### src/rtl/ifetch_ctrl.sv
// Instruction fetch controller: issues one imem fetch at a time from the PC register,
// holds the result for decode and pulses PCWr on accept or redirect.
module ifetch_ctrl #(
    parameter int ADDR_W = 32,
    parameter int DATA_W = 32
) (
    input  logic              clk,
    input  logic              rst,
    input  logic              fetch_en,
    input  logic [ADDR_W-1:0] PC,
    output logic              PCWr,
    input  logic              redirect,
    output logic              imem_req,
    output logic [ADDR_W-1:0] imem_addr,
    input  logic              imem_gnt,
    input  logic              imem_rvalid,
    input  logic [DATA_W-1:0] imem_rdata,
    output logic              inst_valid,
    output logic [DATA_W-1:0] inst,
    output logic [ADDR_W-1:0] inst_pc,
    input  logic              inst_ready,
    output logic              fetch_fault,
    output logic [31:0]       fetch_count
);

    typedef enum logic [2:0] {IDLE, REQ, WAIT, HOLD, FAULT} state_t;

    state_t            state;
    logic              drop_q;
    logic [DATA_W-1:0] inst_q;
    logic [ADDR_W-1:0] pc_q;
    logic              aligned;

    assign aligned     = (PC[1:0] == 2'b00);
    assign imem_req    = (state == REQ) && aligned;
    assign imem_addr   = imem_req ? {PC[ADDR_W-1:2], 2'b00} : '0;
    assign inst_valid  = (state == HOLD);
    assign inst        = inst_q;
    assign inst_pc     = pc_q;
    assign fetch_fault = (state == FAULT);

    // A redirect and a HOLD accept in the same cycle collapse into one pulse.
    assign PCWr = !rst && (redirect || ((state == HOLD) && inst_ready));

    always_ff @(posedge clk) begin
        if (rst) begin
            state       <= IDLE;
            drop_q      <= 1'b0;
            inst_q      <= '0;
            pc_q        <= '0;
            fetch_count <= '0;
        end else if (redirect) begin
            case (state)
                IDLE: state <= IDLE;
                REQ: begin
                    if (imem_req && imem_gnt) begin
                        drop_q <= 1'b1;
                        state  <= WAIT;
                    end else begin
                        state <= REQ;
                    end
                end
                WAIT: begin
                    if (imem_rvalid) begin
                        drop_q <= 1'b0;
                        state  <= REQ;
                    end else begin
                        drop_q <= 1'b1;
                    end
                end
                HOLD:    state <= REQ;
                FAULT:   state <= REQ;
                default: state <= IDLE;
            endcase
        end else begin
            case (state)
                IDLE: if (fetch_en) state <= REQ;
                REQ: begin
                    if (!aligned) begin
                        state <= FAULT;
                    end else begin
                        pc_q <= PC;
                        if (imem_gnt) state <= WAIT;
                    end
                end
                WAIT: begin
                    if (imem_rvalid) begin
                        if (drop_q) begin
                            drop_q <= 1'b0;
                            state  <= REQ;
                        end else begin
                            inst_q <= imem_rdata;
                            state  <= HOLD;
                        end
                    end
                end
                HOLD: begin
                    if (inst_ready) begin
                        fetch_count <= fetch_count + 32'd1;
                        state       <= fetch_en ? REQ : IDLE;
                    end
                end
                FAULT:   state <= FAULT;
                default: state <= IDLE;
            endcase
        end
    end

endmodule

### config.mk
export PLATFORM = sky130hd
export DESIGN_NAME = ifetch_ctrl
export DESIGN_NICKNAME = d
export VERILOG_FILES = /design/src/rtl/ifetch_ctrl.sv
export SDC_FILE = /design/constraint.sdc
export NUM_CORES = 1
export LEC_CHECK = 0
export ABC_AREA = 1
export BUFFER_PORTS_ARGS = -buffer_cell sky130_fd_sc_hd__buf_2
export CORE_MARGIN = 2
export CORE_UTILIZATION = 43
export DETAILED_ROUTE_END_ITERATION = 7
export PLACE_DENSITY = 0.87
export SLEW_MARGIN = 20
export SYNTH_ARGS = -nofsm -noshare
export SYNTH_HDL_FRONTEND = slang
export SYNTH_SLANG_ARGS = --single-unit
### constraint.sdc
create_clock -name clk -period 1.4 [get_ports clk]
set_input_delay 0.07 -clock clk [delete_from_list [all_inputs] [get_ports clk]]
set_output_delay 0.07 -clock clk [all_outputs]
set_load 0.01 [all_outputs]
# Word-level counts from Yosys, hierarchy flattened
# Index checks and enable logic that the tools add are counted.
# classes
add_sub_neg	1
n_eq_ne	9
mux	19
n_bitwise	2
n_reduce_logical	17
# op_table
cell	n
adder 32 x 1 -> 32 bit, second input constant	1
two-way mux 32 bit	1
two-way mux 3 bit	7
case mux 3 bit (5 select lines)	1
AND reduction 4 bit	3
case mux 3 bit (3 select lines)	1
equality test 3 x 2 -> 1 bit, second input constant	2
two-way mux 1 bit	6
inequality test 3 x 2 -> 1 bit, second input constant	2
AND reduction 3 bit	2
nonzero test 2 bit	3
logical AND 1 bit	4
two-way mux 2 bit	2
inequality test 4 bit, second input constant	1
equality test 3 x 1 -> 1 bit, second input constant	1
equality test 3 bit, second input constant	1
zero test 3 bit	1
inequality test 3 bit, second input constant	1
zero test 2 bit	1
inequality test 2 bit, second input constant	1
NOT 1 bit	2
case mux 1 bit (2 select lines)	1
OR reduction 2 bit	1
zero test 1 bit	1
logical OR 1 bit	1
# totals
register_bits	100
in_bits	71
output_inout_bits	132

# Depth between registers and ports, before layout
# Gate-level depths: netlist (run 1).
# logic_depth
word_depth	6
ltp_mapped	10
depth_no_buf	10

# Least setup slack after synthesis (run 1)
# Ideal clock, no wire load.
# synth_path
path_type	reg2reg
start	register fetch_count[0]
end	register fetch_count[18]
arrival_ns	1.347
required_ns	1.272
path_slack_ns	-0.074
path_stages_with_launch	11
path_buffers	0
path_cell_list	dfxtp_1 -> ha_1 -> inv_1 -> nor2_1 -> inv_1 -> nor2_4 -> nand2_2 -> nor2_2 -> nand3_1 -> nand2_1 -> nor2_1
# synth_via
elab_chain_len	1
# synth_lines
element	line	text
start, declared	23	output logic [31:0] fetch_count
start signal, assigned	99	fetch_count <= fetch_count + 32'd1;
adder 32 x 1 -> 32 bit	99	
# No other way between the ends.
# A chain may end at the register's enable or synchronous reset.

# Worst setup path after layout (run 1)
# layout_path
start	register state[2]
end	register fetch_count[16]
# layout_via
elab_chain_len	2
# layout_lines
element	line	text
start, declared	28	state_t state;
start signal, assigned	100	state <= fetch_en ? REQ : IDLE;
equality test 3 x 2 -> 1 bit	76	case (state)
AND reduction 3 bit (no line)	--	
# No other way between the ends.

==> results of run 1 <==
-- cells by family after synthesis --
kind of cell,synth area share
flops,0.418
fa+ha+maj,0.00261
buf+inv,0.119
xor+xnor,0.00914
simple gates,0.284
other cells,0.000783
compound gates,0.167
-- sequential cells by signal, indices dropped and copies added (netlist names) --
name         count
inst            32
inst_pc         32
state            3
drop_q           1
fetch_count     32
-- cell usage after synthesis (2+ instances only) --
library cell | count | area share
sky130_fd_sc_hd__a21oi_1 | 54 | 0.056
sky130_fd_sc_hd__nand4_1 | 6 | 0.0078
sky130_fd_sc_hd__o21ai_0 | 44 | 0.046
sky130_fd_sc_hd__buf_2 | 8 | 0.0084
sky130_fd_sc_hd__nand3_1 | 20 | 0.021
sky130_fd_sc_hd__inv_2 | 3 | 0.0024
sky130_fd_sc_hd__nor2_1 | 136 | 0.11
sky130_fd_sc_hd__buf_1 | 2 | 0.0016
sky130_fd_sc_hd__dfxtp_1 | 100 | 0.42
sky130_fd_sc_hd__nor2_4 | 6 | 0.014
sky130_fd_sc_hd__xor2_1 | 5 | 0.0091
sky130_fd_sc_hd__nor2_8 | 2 | 0.0084
sky130_fd_sc_hd__buf_4 | 5 | 0.0078
sky130_fd_sc_hd__inv_1 | 110 | 0.086
sky130_fd_sc_hd__nand2_2 | 2 | 0.0026
sky130_fd_sc_hd__nand2_1 | 129 | 0.10
sky130_fd_sc_hd__nand3_2 | 3 | 0.0063
sky130_fd_sc_hd__a211oi_1 | 22 | 0.034
sky130_fd_sc_hd__clkbuf_1 | 16 | 0.013
sky130_fd_sc_hd__a211oi_2 | 8 | 0.021
sky130_fd_sc_hd__nor2_2 | 2 | 0.0026
-- routing by layer --
layer	GRT usage	routed length, um	share of wire
met5	0	0	0
met4	0.117	833	0.044
met3	0.0551	1490	0.078
met2	0.491	9720	0.51
met1	0.299	6990	0.37
-- how the worst max path moves through the flow --
stage	cells after the start	slack (ps)	startpoint	endpoint
floorplan	10	-20	fetch_count[0]	fetch_count[18]
global placement	9	-30	fetch_count[14]	fetch_count[29]
detailed placement	9	-120	state[0]	fetch_count[20]
CTS	7	-160	state[1]	imem_addr[3]
global route	9	-280	state[1]	inst[19]
finish	9	-200	state[2]	fetch_count[16]
-- stage by stage --
stage | total power [mW] | utilization | cell area [sq um] | instances | setup TNS, ps
3_5_place_dp | 3.42 | 0.579 | 6280 | 1058 | -1150
3_3_place_gp | 3.41 | 0.579 | 6280 | 1058 | -242
6_report | 5.83 | 0.752 | 8150 | 1162 | -13060
5_1_grt | 6.01 | 0.752 | 8150 | 1162 | -21440
4_1_cts | 5.70 | 0.669 | 7250 | 1138 | -7590
2_1_floorplan | 3.21 | - | 4800 | 698 | -26.2
-- tightest hold or removal path, delay by kind of cell --
family	cells	cell delay [ps]
buffers and inverters	1	100
AO/OA/AOI/OAI	2	160
-- cells in the final DEF (no fill, tap or decap), types with 5 or more instances in the layout --
cell type,count
sky130_fd_sc_hd__buf_2,196
sky130_fd_sc_hd__inv_1,104
sky130_fd_sc_hd__nand2_1,99
sky130_fd_sc_hd__nor2_1,93
sky130_fd_sc_hd__dfxtp_1,75
sky130_fd_sc_hd__dlygate4sd3_1,57
sky130_fd_sc_hd__buf_4,52
sky130_fd_sc_hd__a21oi_1,40
sky130_fd_sc_hd__o21ai_2,29
sky130_fd_sc_hd__nor2_2,28
sky130_fd_sc_hd__nand2_2,25
sky130_fd_sc_hd__nor2_4,23
sky130_fd_sc_hd__dfxtp_2,21
sky130_fd_sc_hd__buf_6,20
sky130_fd_sc_hd__a211oi_1,16
sky130_fd_sc_hd__a21oi_2,14
sky130_fd_sc_hd__a211oi_2,14
sky130_fd_sc_hd__nand3_1,14
sky130_fd_sc_hd__o21ai_1,9
sky130_fd_sc_hd__clkbuf_8,9
sky130_fd_sc_hd__nand2_4,8
sky130_fd_sc_hd__nand3_2,6
sky130_fd_sc_hd__nand4_1,6
sky130_fd_sc_hd__clkbuf_16,6
sky130_fd_sc_hd__buf_12,6
sky130_fd_sc_hd__inv_2,5
sky130_fd_sc_hd__o21ai_0,5
sky130_fd_sc_hd__xor2_1,5
-- layout make-up --
cell class,instances,area [sq um],share of cell area
Antenna cell,1,2.50,0.000307
Clock buffer,9,124,0.0152
Clock inverter,7,106,0.0131
Inverter,113,437,0.0536
Multi-Input combinational cell,454,2810,0.345
Sequential cell,100,2040,0.251
Tap cell,140,175,0.0215
Timing Repair Buffer,338,2450,0.301
-- power groups by stage --
stage	registers, mW	clock network [mW]	logic, mW
2_1_floorplan	2.98	0	0.230
3_3_place_gp	2.97	0	0.445
3_5_place_dp	2.97	0	0.452
4_1_cts	2.90	2.18	0.611
5_1_grt	2.91	2.31	0.795
6_report	2.90	2.19	0.743
-- what timing repair did --
| action | CTS | global route |
|---|---|---|
| pin swaps | 6 | 52 |
| hold buffers | 57 | 0 |
| endpoints found under the setup margin | 99 | 127 |
| gates cloned | 0 | 8 |
| buffers inserted | 8 | 17 |
| gates resized for setup | 73 | 190 |
| endpoints found under the hold margin | 57 | 0 |
==> impl_metrics.csv, run 1 <==
group,metric,value,unit
timing,final-max-slew-violation-count,0,
drt,route.detailed.drc,0,
pwr,internal-power,4.28,mW
pwr,pwr_cell_area,716,nW/um^2
pwr,share_comb_of_total_power,0.127,
timing,fmax,0.625,GHz
worst_setup_path,cp_data_arrival_time,1870,ps
worst_setup_path,critical_path.reg2reg.startpoint,"state[2]",
placement,preCtsSetupSlack,-121,ps
synth,yosys_warnings,0,
synth,yosysUniqueCellTypes,35,
pwr,cellLeakagePower,3.86,nW
global_routing,grt_start_max_net_pins,65,
timing,setup_violations,125,
drt,detail_routed_net_length_per_standard_cell,16.4,um
cells_and_area,drive_gt1_frac,0.480,
synth,post_synth.cell_area_avg,6.87,sq um
outcome,violations,"negative setup slack",
drt,dr.first_iter.drc_count,455,
cells_and_area,synthToLayoutAreaGrowth,70.1,%
worst_setup_path,start_kind,"flip-flop",
timing,layout_min_cycle_time,1600,ps
min_path,whs_endpoint,"inst[26]",
global_routing,first_global_vias,5444,
timing,rsz_0062_raised_after_global_routing,"true",
timing,hold_viol,0,
cells_and_area,final_nets,1088,
pwr,clock_power_share,0.375,
drt,vias_per_cell,5.22,
worst_setup_path,cell_class_contributing_the_biggest_share_of_worst_path_delay,"simple AND/OR/NAND/NOR gates",
timing,final.setup.worst_slack,-201,ps
placement,hpwlAfterDp,10.2,mm
placement,portbufs,200,
worst_setup_path,timing.critical_path.slowest_stage_cell,"sky130_fd_sc_hd__dfxtp_4",
floorplanning,std_cell_rows,38,
synth,syn_std_cell_area,4790,sq um
timing,final_min_period_over_clock_period,1.14,
worst_setup_path,setup.worst_path.class,"reg -> reg",
timing,finalHoldWorstSlack,5.50,ps
worst_setup_path,worstPathCellList,"buf_6 > nor2_4 > nand3_4 > nor2_4 > nand2_1 > nor2_2 > nand2_1 > o21ai_1 > nor2_1",
worst_setup_path,worst-endpoint-required,1670,ps
pwr,p_sw_frac,0.267,
drt,detail_route.first_pass.iterations,6,
cts,cts_inserted_buffers,9,
drt,routed_wl,19.0,mm
synth,async_set_or_reset_register_ratio_after_synthesis,0,
synth,synth_flop_cell,"sky130_fd_sc_hd__dfxtp_1",
global_routing,grt_pass1_wl,25.4,mm
run,max-cap-violations,0,
synth,synth_enable_flop_cells,0,
synth,postSynthCellCount,697,
cells_and_area,fillerInstances,704,
pwr,irDropWorstVdd,0.621,mV
floorplanning,initial_utilization,0.442,
pwr,power.net_switching,1.56,mW
cts,cts.path.max_buffers,2,
placement,globalplace.congestion,0.949,
drt,vias,6065,
synth,yosysSeqAreaShare,0.418,
floorplanning,floorplan.die_area,12000,sq um
floorplanning,fp.coreArea,10800,sq um
min_path,holdCritPathClass,"in -> reg",
drt,ant_nets,0,
floorplanning,dieWidth,110,um
outcome,status,"complete, but fails checks",
global_routing,globalRoute.totalOverflow,0,
global_routing,grt_util_all_layers,0.269,
cts,clkLatencyLatePin,370,ps
timing,finalClockSkew,15.0,ps
cts,cts_tree,"done",
cts,root_buffer,"sky130_fd_sc_hd__clkbuf_8",
worst_setup_path,r2r_setup_slack,-200,ps
cts,path_clk_slew,120,ps
pwr,power.sequential.fraction,0.497,
global_routing,grt_antenna_before_repair,1,
worst_setup_path,cp_num_buf_inv,1,
worst_setup_path,worstReg2RegEnd,"fetch_count[16]",
floorplanning,die_y,110,um
worst_setup_path,critical_path.endpoint_type,"flip-flop",
min_path,hold_path_depth,3,
cts,clkSinkCount,100,
synth,number_of_storage_elements_in_the_synthesis_netlist,100,
worst_setup_path,critical_path.max_fanout,7,
worst_setup_path,cp_slowest_stage_delay,370,ps
worst_setup_path,timing.reg2reg.worst_path_depth,9,
min_path,worstHoldStart,"imem_rdata[26]",
floorplanning,pin_count,203,
cts,ctsHtreeMaxLevel,3,
Power figures use the tool's default switching activity.
==> inputs of run 2 (changes only) <==
CORE_ASPECT_RATIO = 0.6   (was unset)
==> run 2 against run 1 <==
The run still ends with negative setup slack left. Core utilization fell by 3.8 points. Design area fell by 6.2%. Clock-buffer cell count increased by 1. Total power rose by 1.8%. Combinational power down 11%. Flip-flop and latch count unchanged.
==> impl_metrics.csv, run 2 (synthesis results as in run 1) <==
group,metric,value,unit
global_routing,grt_use_met1,0.348,
pwr,share_comb_of_total_power,0.111,
pwr,cellLeakagePower,3.64,nW
drt,route.detailed.drc,0,
min_path,holdCritPathClass,"in -> reg",
cells_and_area,layout_commonest_cell,"sky130_fd_sc_hd__buf_2",
drt,ant_nets,0,
floorplanning,fp.coreArea,10700,sq um
global_routing,grt_antenna_before_repair,0,
timing,fmax,0.594,GHz
timing,worstMarginPinSlew,674,ps
timing,finalClockSkew,7.87,ps
cts,clkLatencyLatePin,330,ps
global_routing,grt_start_max_net_pins,65,
timing,final-max-slew-violation-count,0,
global_routing,globalRoute.totalOverflow,0,
global_routing,grtUsageMet2,0.422,
floorplanning,die_y,85.8,um
worst_setup_path,critical_path.endpoint_type,"flip-flop",
cts,path_clk_slew,70,ps
cells_and_area,synthToLayoutAreaGrowth,59.5,%
cts,ctsHtreeMaxLevel,3,
pwr,internal-power,4.41,mW
worst_setup_path,setup.worst_path.class,"reg -> reg",
cts,cts_inserted_buffers,9,
timing,final_min_period_over_clock_period,1.20,
drt,routed_wl,17.3,mm
worst_setup_path,cp_data_arrival_time,1900,ps
floorplanning,initial_utilization,0.448,
floorplanning,pin_count,203,
timing,tns,-19920,ps
worst_setup_path,crit_path_frequent_cell,"sky130_fd_sc_hd__buf_6",
global_routing,top_usage_layer,"met2",
outcome,violations,"negative setup slack",
worst_setup_path,start_kind,"flip-flop",
floorplanning,std_cell_rows,29,
global_routing,grt_use_met3,0.0670,
pwr,pwr_cell_area,777,nW/um^2
cts,cts.path.max_buffers,2,
drt,detail_route.first_pass.iterations,4,
pwr,power.net_switching,1.53,mW
drt,vias,5647,
cells_and_area,drive_gt1_frac,0.449,
cells_and_area,final_nets,1059,
pwr,clock_power_share,0.401,
worst_setup_path,worstPathCellList,"buf_6 > buf_4 > nor2_1 > nand2_1 > nor2_4 > nand3_4 > buf_6 > o21ai_1 > a21oi_1",
floorplanning,dieWidth,140,um
timing,final.setup.worst_slack,-283,ps
timing,layout_min_cycle_time,1680,ps
cells_and_area,diodes,0,
cells_and_area,final_cell_mix,"sky130_fd_sc_hd__buf_2, sky130_fd_sc_hd__nand2_1, sky130_fd_sc_hd__inv_1",
worst_setup_path,timing.critical_path.slowest_stage_cell,"sky130_fd_sc_hd__dfxtp_2",
placement,hpwlAfterDp,10.9,mm
drt,dr.first_iter.drc_count,525,
timing,rsz_0062_raised_after_global_routing,"true",
timing,setup_violations,128,
run,max-cap-violations,0,
global_routing,first_global_vias,5156,
cts,cts_tree,"done",
timing,slew_headroom,0.551,
pwr,power.sequential.fraction,0.488,
cts,root_buffer,"sky130_fd_sc_hd__clkbuf_16",
outcome,status,"complete, but fails checks",
timing,hold_viol,0,
global_routing,grt_util_all_layers,0.258,
worst_setup_path,critical_path.max_fanout,8,
cells_and_area,utilization,0.714,
drt,detail_routed_net_length_per_standard_cell,15.3,um
placement,globalplace.congestion,0.987,
floorplanning,floorplan.die_area,12000,sq um
drt,vias_per_cell,4.99,
worst_setup_path,cp_slowest_stage_delay,330,ps
placement,portbufs,200,
worst_setup_path,worst-endpoint-required,1620,ps
global_routing,grt_pass1_wl,25.0,mm
pwr,irDropWorstVdd,0.612,mV
cts,clkSinkCount,100,
pwr,p_sw_frac,0.257,
[run 2: cell count changes in the layout (fill, tap and decap cells not counted), moves of 5 or more]
cell / change
sky130_fd_sc_hd__nand2_4: -6
sky130_fd_sc_hd__dfxtp_1: +13
sky130_fd_sc_hd__buf_4: +14
sky130_fd_sc_hd__dfxtp_2: -10
sky130_fd_sc_hd__clkbuf_8: -9
sky130_fd_sc_hd__o21ai_2: -6
sky130_fd_sc_hd__nor2_1: +5
sky130_fd_sc_hd__nand2_2: -19
sky130_fd_sc_hd__clkbuf_16: +7
sky130_fd_sc_hd__o21ai_1: +5
sky130_fd_sc_hd__dlygate4sd3_1: -40
sky130_fd_sc_hd__nand2_1: +25
sky130_fd_sc_hd__nor2_4: -8
[run 2: path summary, 6_finish.rpt]
path | from | end | slack, ps | depth (start not counted)
max reg2reg | state[0] | inst[30] | -280 | 9
max | state[0] | inst[30] | -280 | 9
min reg2reg | inst[8] | inst[8] | 440 | 2
min | imem_rdata[17] | inst[17] | 4 | 3
[run 2: through the flow]
| stage | hold WS (ps) | total power [mW] | cells | cell area, sq um | setup WS (ps) |
|---|---|---|---|---|---|
| CTS | 0.656 | 5.89 | 1114 | 7130 | -150 |
| global placement | 337 | 3.42 | 1070 | 6360 | -65.8 |
| detailed placement | 342 | 3.43 | 1070 | 6360 | -89.8 |
| floorplan | 228 | 3.21 | 698 | 4800 | -15.8 |
| global route | 1.39 | 6.18 | 1131 | 7640 | -325 |
| finish | 3.96 | 5.94 | 1131 | 7640 | -283 |
[run 2: per-layer routing]
layer	share of wire	vias up
met5	0	-
met4	0.013	0
met3	0.097	24
met2	0.46	292
met1	0.43	2561
li1	-	2770
[run 2: final cells by class]
class	count	area, sq um
clock inverters	6	55.1
multi-input cells	454	2630
fillers	829	3060
flip-flops and latches	100	2020
inverters	113	429
repair buffers	309	2110
well taps	139	174
clock buffers	10	229
[run 2: worst max-delay path: cells and delay by family, from the launching register on]
kind / cells / cell delay (ps)
AOI/OAI and AO/OA: 2 / 230
buffers and inverters: 3 / 460
DFF: 1 / 330
and+or+nand+nor: 4 / 550
[run 2: repair_timing]
item	in CTS	in global routing
cloned	4	7
setup endpoints to repair	94	131
pin swaps	14	16
buffers inserted	10	10
hold endpoints to repair	15	2
hold buffers	15	2
gates resized for setup	97	90
[run 2: power groups by stage]
stage	logic (mW)	registers [mW]	clock network, mW
4_1_cts	0.564	2.90	2.42
2_1_floorplan	0.230	2.98	0
3_5_place_dp	0.470	2.96	0
5_1_grt	0.704	2.90	2.58
3_3_place_gp	0.461	2.96	0
6_report	0.658	2.90	2.38
